### src/rtl/veri_risc_pkg.sv
// Shared encodings for the parametrised VeriRISC core: opcodes, phase numbers
// and the word width derived from the address width.
package veri_risc_pkg;

  localparam logic [2:0] HLT = 3'd0;
  localparam logic [2:0] SKZ = 3'd1;
  localparam logic [2:0] ADD = 3'd2;
  localparam logic [2:0] AND = 3'd3;
  localparam logic [2:0] XOR = 3'd4;
  localparam logic [2:0] LDA = 3'd5;
  localparam logic [2:0] STO = 3'd6;
  localparam logic [2:0] JMP = 3'd7;

  localparam logic [2:0] INST_ADDR  = 3'd0;
  localparam logic [2:0] INST_FETCH = 3'd1;
  localparam logic [2:0] INST_LOAD  = 3'd2;
  localparam logic [2:0] IDLE       = 3'd3;
  localparam logic [2:0] OP_ADDR    = 3'd4;
  localparam logic [2:0] OP_FETCH   = 3'd5;
  localparam logic [2:0] ALU_OP     = 3'd6;
  localparam logic [2:0] STORE      = 3'd7;

  function automatic int word_width(input int addr_width);
    return addr_width + 3;
  endfunction

endpackage

### src/rtl/veri_risc_core_param_if.sv
// Program-load port of the core; the host drives it while the core is frozen.
interface veri_risc_core_param_if import veri_risc_pkg::*; #(
  parameter int ADDR_WIDTH = 5
);
  localparam int WORD_WIDTH = word_width(ADDR_WIDTH);

  logic                  load_we;
  logic [ADDR_WIDTH-1:0] load_addr;
  logic [WORD_WIDTH-1:0] load_data;

  modport master (output load_we, load_addr, load_data);
  modport slave  (input  load_we, load_addr, load_data);
endinterface

### src/rtl/veri_risc_phase_ctrl.sv
// Eight-phase sequencer: advances the phase under run/halt/step control and
// decodes the register-update strobes for the clock edge leaving each phase.
module veri_risc_phase_ctrl import veri_risc_pkg::*; (
  input  logic       clk,
  input  logic       rst,
  input  logic       run,
  input  logic       step_mode,
  input  logic       step_go,
  input  logic [2:0] opcode,
  input  logic       acc_zero,
  output logic [2:0] phase,
  output logic       halt,
  output logic       busy,
  output logic       ld_ir,
  output logic       inc_pc,
  output logic       ld_ac,
  output logic       ld_pc,
  output logic       wr,
  output logic       skip
);
  logic [2:0] phase_nxt;
  logic       stall;
  logic       adv;

  always_ff @(posedge clk) begin
    if (rst) phase <= INST_ADDR;
    else     phase <= phase_nxt;
  end

  always_comb begin
    halt      = (phase == OP_ADDR) && (opcode == HLT);
    stall     = step_mode && (phase == INST_ADDR) && !step_go;
    adv       = run && !halt && !stall;
    phase_nxt = phase;
    if (adv) phase_nxt = phase + 3'd1;
  end

  // Strobes fire only on an advancing edge, so a frozen or stalled core never updates state.
  always_comb begin
    busy   = adv;
    ld_ir  = 1'b0;
    inc_pc = 1'b0;
    ld_ac  = 1'b0;
    ld_pc  = 1'b0;
    wr     = 1'b0;
    skip   = 1'b0;
    case (phase)
      INST_LOAD: ld_ir  = adv;
      OP_ADDR:   inc_pc = adv;
      ALU_OP: begin
        ld_ac = adv && (opcode inside {ADD, AND, XOR, LDA});
        ld_pc = adv && (opcode == JMP);
        skip  = adv && (opcode == SKZ) && acc_zero;
      end
      STORE:     wr     = adv && (opcode == STO);
      default: ;
    endcase
  end
endmodule

### src/rtl/veri_risc_core_param.sv
// Parametrised VeriRISC CPU: datapath, ALU and unified instruction/data memory,
// sequenced by veri_risc_phase_ctrl and loadable through the load port while frozen.
module veri_risc_core_param import veri_risc_pkg::*; #(
  parameter  int ADDR_WIDTH = 5,
  localparam int WORD_WIDTH = word_width(ADDR_WIDTH)
) (
  input  logic                  clk,
  input  logic                  rst,
  input  logic                  run,
  input  logic                  step_mode,
  input  logic                  step_go,
  veri_risc_core_param_if.slave load,
  output logic                  halt,
  output logic [ADDR_WIDTH-1:0] pc,
  output logic [WORD_WIDTH-1:0] acc,
  output logic [2:0]            phase,
  output logic                  busy
);
  logic [WORD_WIDTH-1:0] mem [2**ADDR_WIDTH];
  logic [WORD_WIDTH-1:0] ir;
  logic [WORD_WIDTH-1:0] opnd_data;
  logic [WORD_WIDTH-1:0] alu;
  logic [2:0]            opcode;
  logic [ADDR_WIDTH-1:0] operand;
  logic ld_ir, inc_pc, ld_ac, ld_pc, wr, skip;

  assign opcode    = ir[WORD_WIDTH-1 -: 3];
  assign operand   = ir[ADDR_WIDTH-1:0];
  assign opnd_data = mem[operand];

  veri_risc_phase_ctrl u_ctrl (
    .clk       (clk),
    .rst       (rst),
    .run       (run),
    .step_mode (step_mode),
    .step_go   (step_go),
    .opcode    (opcode),
    .acc_zero  (acc == '0),
    .phase     (phase),
    .halt      (halt),
    .busy      (busy),
    .ld_ir     (ld_ir),
    .inc_pc    (inc_pc),
    .ld_ac     (ld_ac),
    .ld_pc     (ld_pc),
    .wr        (wr),
    .skip      (skip)
  );

  always_comb begin
    alu = opnd_data;
    case (opcode)
      ADD:     alu = acc + opnd_data;
      AND:     alu = acc & opnd_data;
      XOR:     alu = acc ^ opnd_data;
      default: alu = opnd_data;
    endcase
  end

  always_ff @(posedge clk) begin
    if (rst) begin
      pc  <= '0;
      acc <= '0;
      ir  <= '0;
    end else begin
      if (ld_ir) ir <= mem[pc];
      // inc_pc (phase 4) and skip/ld_pc (phase 6) are never active together.
      if (inc_pc || skip) pc <= pc + 1'b1;
      else if (ld_pc)     pc <= operand;
      if (ld_ac) acc <= alu;
    end
  end

  // Memory is not reset; a load write still lands while rst is held.
  always_ff @(posedge clk) begin
    if (wr && !rst)                mem[operand]        <= acc;
    else if (!run && load.load_we) mem[load.load_addr] <= load.load_data;
  end
endmodule

### src/flat_wrapper.sv
// flat-port wrapper written by rule: the top's interface ports become plain ports
module veri_risc_core_param_flat import veri_risc_pkg::*;
#(
  parameter  int ADDR_WIDTH = 5,
  localparam int WORD_WIDTH = word_width(ADDR_WIDTH)
)
  (clk, rst, run, step_mode, step_go, halt, pc, acc, phase, busy, load_load_we, load_load_addr, load_load_data);
  veri_risc_core_param_if #(.ADDR_WIDTH(ADDR_WIDTH)) load_i ();
  input  logic clk;
  input  logic rst;
  input  logic run;
  input  logic step_mode;
  input  logic step_go;
  output logic halt;
  output logic [ADDR_WIDTH-1:0] pc;
  output logic [WORD_WIDTH-1:0] acc;
  output logic [2:0] phase;
  output logic busy;
  input wire logic [$bits(load_i.load_we)-1:0] load_load_we;
  input wire logic [$bits(load_i.load_addr)-1:0] load_load_addr;
  input wire logic [$bits(load_i.load_data)-1:0] load_load_data;
  assign load_i.load_we = load_load_we;
  assign load_i.load_addr = load_load_addr;
  assign load_i.load_data = load_load_data;
  veri_risc_core_param #(.ADDR_WIDTH(ADDR_WIDTH)) u_core (.clk(clk), .rst(rst), .run(run), .step_mode(step_mode), .step_go(step_go), .load(load_i), .halt(halt), .pc(pc), .acc(acc), .phase(phase), .busy(busy));
endmodule
### config.mk
export PLATFORM = sky130hd
export DESIGN_NAME = veri_risc_core_param_flat
export DESIGN_NICKNAME = d
export VERILOG_FILES = /design/src/rtl/veri_risc_pkg.sv /design/src/rtl/veri_risc_core_param_if.sv /design/src/rtl/veri_risc_phase_ctrl.sv /design/src/rtl/veri_risc_core_param.sv /design/src/flat_wrapper.sv
export SDC_FILE = /design/constraint.sdc
export NUM_CORES = 1
export LEC_CHECK = 0
export ABC_CLOCK_PERIOD_IN_PS = 3050
export CAP_MARGIN = 20
export CORE_AREA = 2 2 184 204
export DETAILED_ROUTE_END_ITERATION = 10
export DIE_AREA = 0 0 186 206
export PLACE_DENSITY_LB_ADDON = 0.08
export SLEW_MARGIN = 30
export SYNTH_ARGS = -nofsm -noshare
export SYNTH_HDL_FRONTEND = slang
export SYNTH_SLANG_ARGS = --single-unit
export TNS_END_PERCENT = 10
### constraint.sdc
create_clock -name clk -period 3.05 [get_ports clk]
set_input_delay 0.61 -clock clk [delete_from_list [all_inputs] [get_ports clk]]
set_output_delay 0.61 -clock clk [all_outputs]
set_load 0.01 [all_outputs]
==> results.py <==
metrics = {
    "clocking": {
        "cts.sinks": 280,
        "cts_buffers": 34,
        "htreeDepth": 2,
        "clkLatencyLatePin_ns": 0.52,
        "cts_hold_buffers": 0,
        "cts_root_buf": "clkbuf_16",
        "cts_tree": "built",
        "clk_transition_reported_paths_ns": 0.06,
        "cts_buffer_depth": 3,
    },
    "route": {
        "drt_drc_violations_left": 0,
        "totalWireLength_um": 43620,
        "wl_met2_um": 21190,
        "met3RoutedLength_um": 2494,
        "drt_pass1_iterations": 5,
        "drt-met1-wl_um": 18730,
        "vias": 9199,
        "ant_nets": 0,
        "avgViaCountPerCell": 5.717,
        "wire_per_inst_um": 27.11,
        "dr.max_layer_used": "met4",
        "first_iter_violations": 995,
    },
    "cells_and_area": {
        "final_util_pct": 47.79,
        "diodes": 0,
        "drive_gt1_share_pct": 34.53,
        "design_area_um2": 17480,
        "final_cells": 1609,
        "final_net_count": 1125,
        "syn_to_final_growth_pct": 25.11,
    },
    "worst_setup_path": {
        "setup.worst_path.start": "u_core.ir[4]",
        "timing.critical_path.from_type": "flop",
        "critPathMaxFanout": 9,
        "reg2reg_slack_ns": -0.18,
        "worstRegToRegCells": 14,
        "critPathKind": "reg2reg",
        "cp-end-kind": "flop",
        "r2r_start": "u_core.ir[4]",
        "worstSetupEndpoint": "u_core.acc[7]",
        "arrival_ns": 3.63,
        "r2r-end": "u_core.acc[7]",
        "crit_required_ns": 3.45,
    },
    "yosys": {
        "async_flop_share_pct": 0,
        "synth_edf_count": 256,
        "yosysWarnings": 0,
        "ys_types": 63,
        "seq_area_frac_synth_pct": 58.46,
        "synth_fp_nets": 939,
        "synthMostInstantiatedCell": "edfxtp_1",
        "synthCells": 906,
        "synth_common_cells": "edfxtp_1, mux4_2, mux2i_1",
        "synth_area_um2": 13970,
        "synth_flop_cell": "edfxtp_1",
        "yosysTopAreaCell": "edfxtp_1",
        "synth-seq-cells": 280,
        "synth_area_leaders": "edfxtp_1, mux4_2, mux2i_1",
        "synth_area_per_cell_um2": 15.42,
        "synth_top_area_share_pct": 55.02,
    },
    "sta": {
        "rsz0062_at_grt": "true",
        "fmax_ghz": 0.3097,
        "tightest_slew_ns": 0.7704,
        "setup_viol": 4,
        "hold_violations": 0,
        "slew_headroom_pct": 48.54,
        "hold_ws_ns": 0.5629,
        "setup-tns-final_ns": -0.2944,
        "post-route-period-util_pct": 105.9,
        "min_period_ns": 3.229,
        "finClkSkew_ns": 0.01706,
        "fin_ws_ns": -0.1786,
        "drv_slew": 0,
    },
    "power": {
        "fin_total_pwr_mw": 8.672,
        "power.density_nw_per_um2": 496.1,
        "power.leakage_nw": 5.809,
        "ir_worst_vdd_mv": 0.4678,
    },
    "worst_hold_path": {
        "hp-class": "reg2reg",
    },
    "global_routing": {
        "antenna_found_initial": 1,
        "grt_pass1_vias": 9331,
        "track_usage_pct": 23.39,
        "grt_first_pass_wirelength_um": 63620,
        "grt_overflow": 0,
        "grt_max_degree": 69,
    },
    "die": {
        "start_util_pct": 38.20,
        "num_rows": 74,
        "die_w_um": 186,
        "coreArea_um2": 36570,
        "die_h_um": 206,
        "die_area_um2": 38320,
        "io_pins": 37,
    },
    "placed_design": {
        "place_ws_ns": -0.4946,
        "hpwlAfterDp_um": 30940,
        "dpl.cell_count": 1547,
        "portBuffers": 36,
        "place_congestion": 0.8713,
        "dpl_cell_area_um2": 16070,
    },
    "status": {
        "status": "finished, violations left",
        "violations": "setup timing",
    },
    "job": {
        "maxCapViolCount": 0,
    },
}
state kept, by name, indices dropped and copies added (netlist names):
register             cells
u_core.mem             256
u_core.pc                5
u_core.ir                8
u_core.acc               8
u_core.u_ctrl.phase      3
kinds of logic (layout without fill, tap and decap cells):
group	count (synthesis)	count (layout)	share of synthesized area, %
flops	280	280	58.46
buf+inv	69	278	2.454
xor+xnor	3	3	0.1881
mux	176	176	22.16
fa+ha+maj	14	14	1.308
simple gates	220	220	7.756
compound gates	144	144	7.675
placed cells by master, fill, tap and decap left out, types with 4 or more instances in the layout:
cell             Yosys  final
o211ai_1             5      5
bufinv_16            0      5
ha_4                 0      6
nand2b_1             6      6
dfxtp_1             24     20
mux2i_1             70     70
dfxtp_4              0      4
buf_6                5      4
buf_12               0     10
a31oi_1              5      5
o21ai_0             11      8
clkinv_1             0      7
ha_1                13      7
a32oi_1              4      4
o22ai_1              8      8
a22o_1              13     12
and3_1               5      5
nand2_1             65     64
nand3_2              3      6
edfxtp_1           256    256
inv_1               10      9
o31ai_1              5      4
clkbuf_16            0     34
a221oi_2             4      7
a22oi_2              0      7
clkdlybuf4s50_1      0     35
nor2b_1             13     11
nor2_2               0      8
a21oi_1             17     15
a211oi_1            10      9
and2_1               4      4
mux4_1              11      5
buf_4                6    159
a22oi_1             39     32
mux4_2              92     98
nor2_1              64     56
nand3b_1             6      6
clkinvlp_4           0      4
nand3_1             32     26
worst min path at each step:
stage                  startpoint       endpoint  slack (ns)  cells after the start
global placement    u_core.acc[1]  u_core.acc[1]        0.52                      2
floorplan           u_core.acc[1]  u_core.acc[1]        0.52                      2
finish              u_core.acc[1]  u_core.acc[1]        0.56                      2
detailed placement  u_core.acc[1]  u_core.acc[1]        0.53                      2
global route        u_core.acc[2]  u_core.acc[2]        0.59                      2
CTS                 u_core.acc[1]  u_core.acc[1]        0.56                      2
area by class of cell:
class,instances,area [µm²]
Clock inverter,20,237.7
Clock buffer,39,899.6
Fill cell,3169,19090
Tap cell,494,618.1
Multi-Input combinational cell,557,5705
Timing Repair Buffer,209,1798
Inverter,10,37.54
Sequential cell,280,8183
report_power, final:
group	total [mW]	switching, mW	internal, mW
Combinational	0.364	0.210	0.154
Sequential	4.19	0.00769	4.18
Clock	4.12	1.58	2.54
critical path: stages, from the launching register on:
cell and delay, ns:
dfxtp_1 0.37, buf_12 0.13, buf_4 0.22, nor2b_1 0.08, buf_4 0.19, buf_4 0.15, a22oi_1 0.30, nand3_1 0.25
nand3_2 0.19, ha_4 0.22, o211a_1 0.22, a22oi_2 0.13, mux2i_1 0.09, or4_1 0.41, o2111a_1 0.15
metal layers:
layer / vias up / global-route usage (%)
met3: 63 / 4.546
met1: 4760 / 31.66
li1: 4078 / -
met4: 0 / 7.171
met2: 298 / 38.21
met5: - / 0
what timing repair did:
action,CTS,global route
pin swaps,13,10
endpoints found under the setup margin,8,56
endpoints found under the hold margin,0,0
gates resized for setup,43,19
setup buffers,3,0
(Power assumes the default switching activity.)
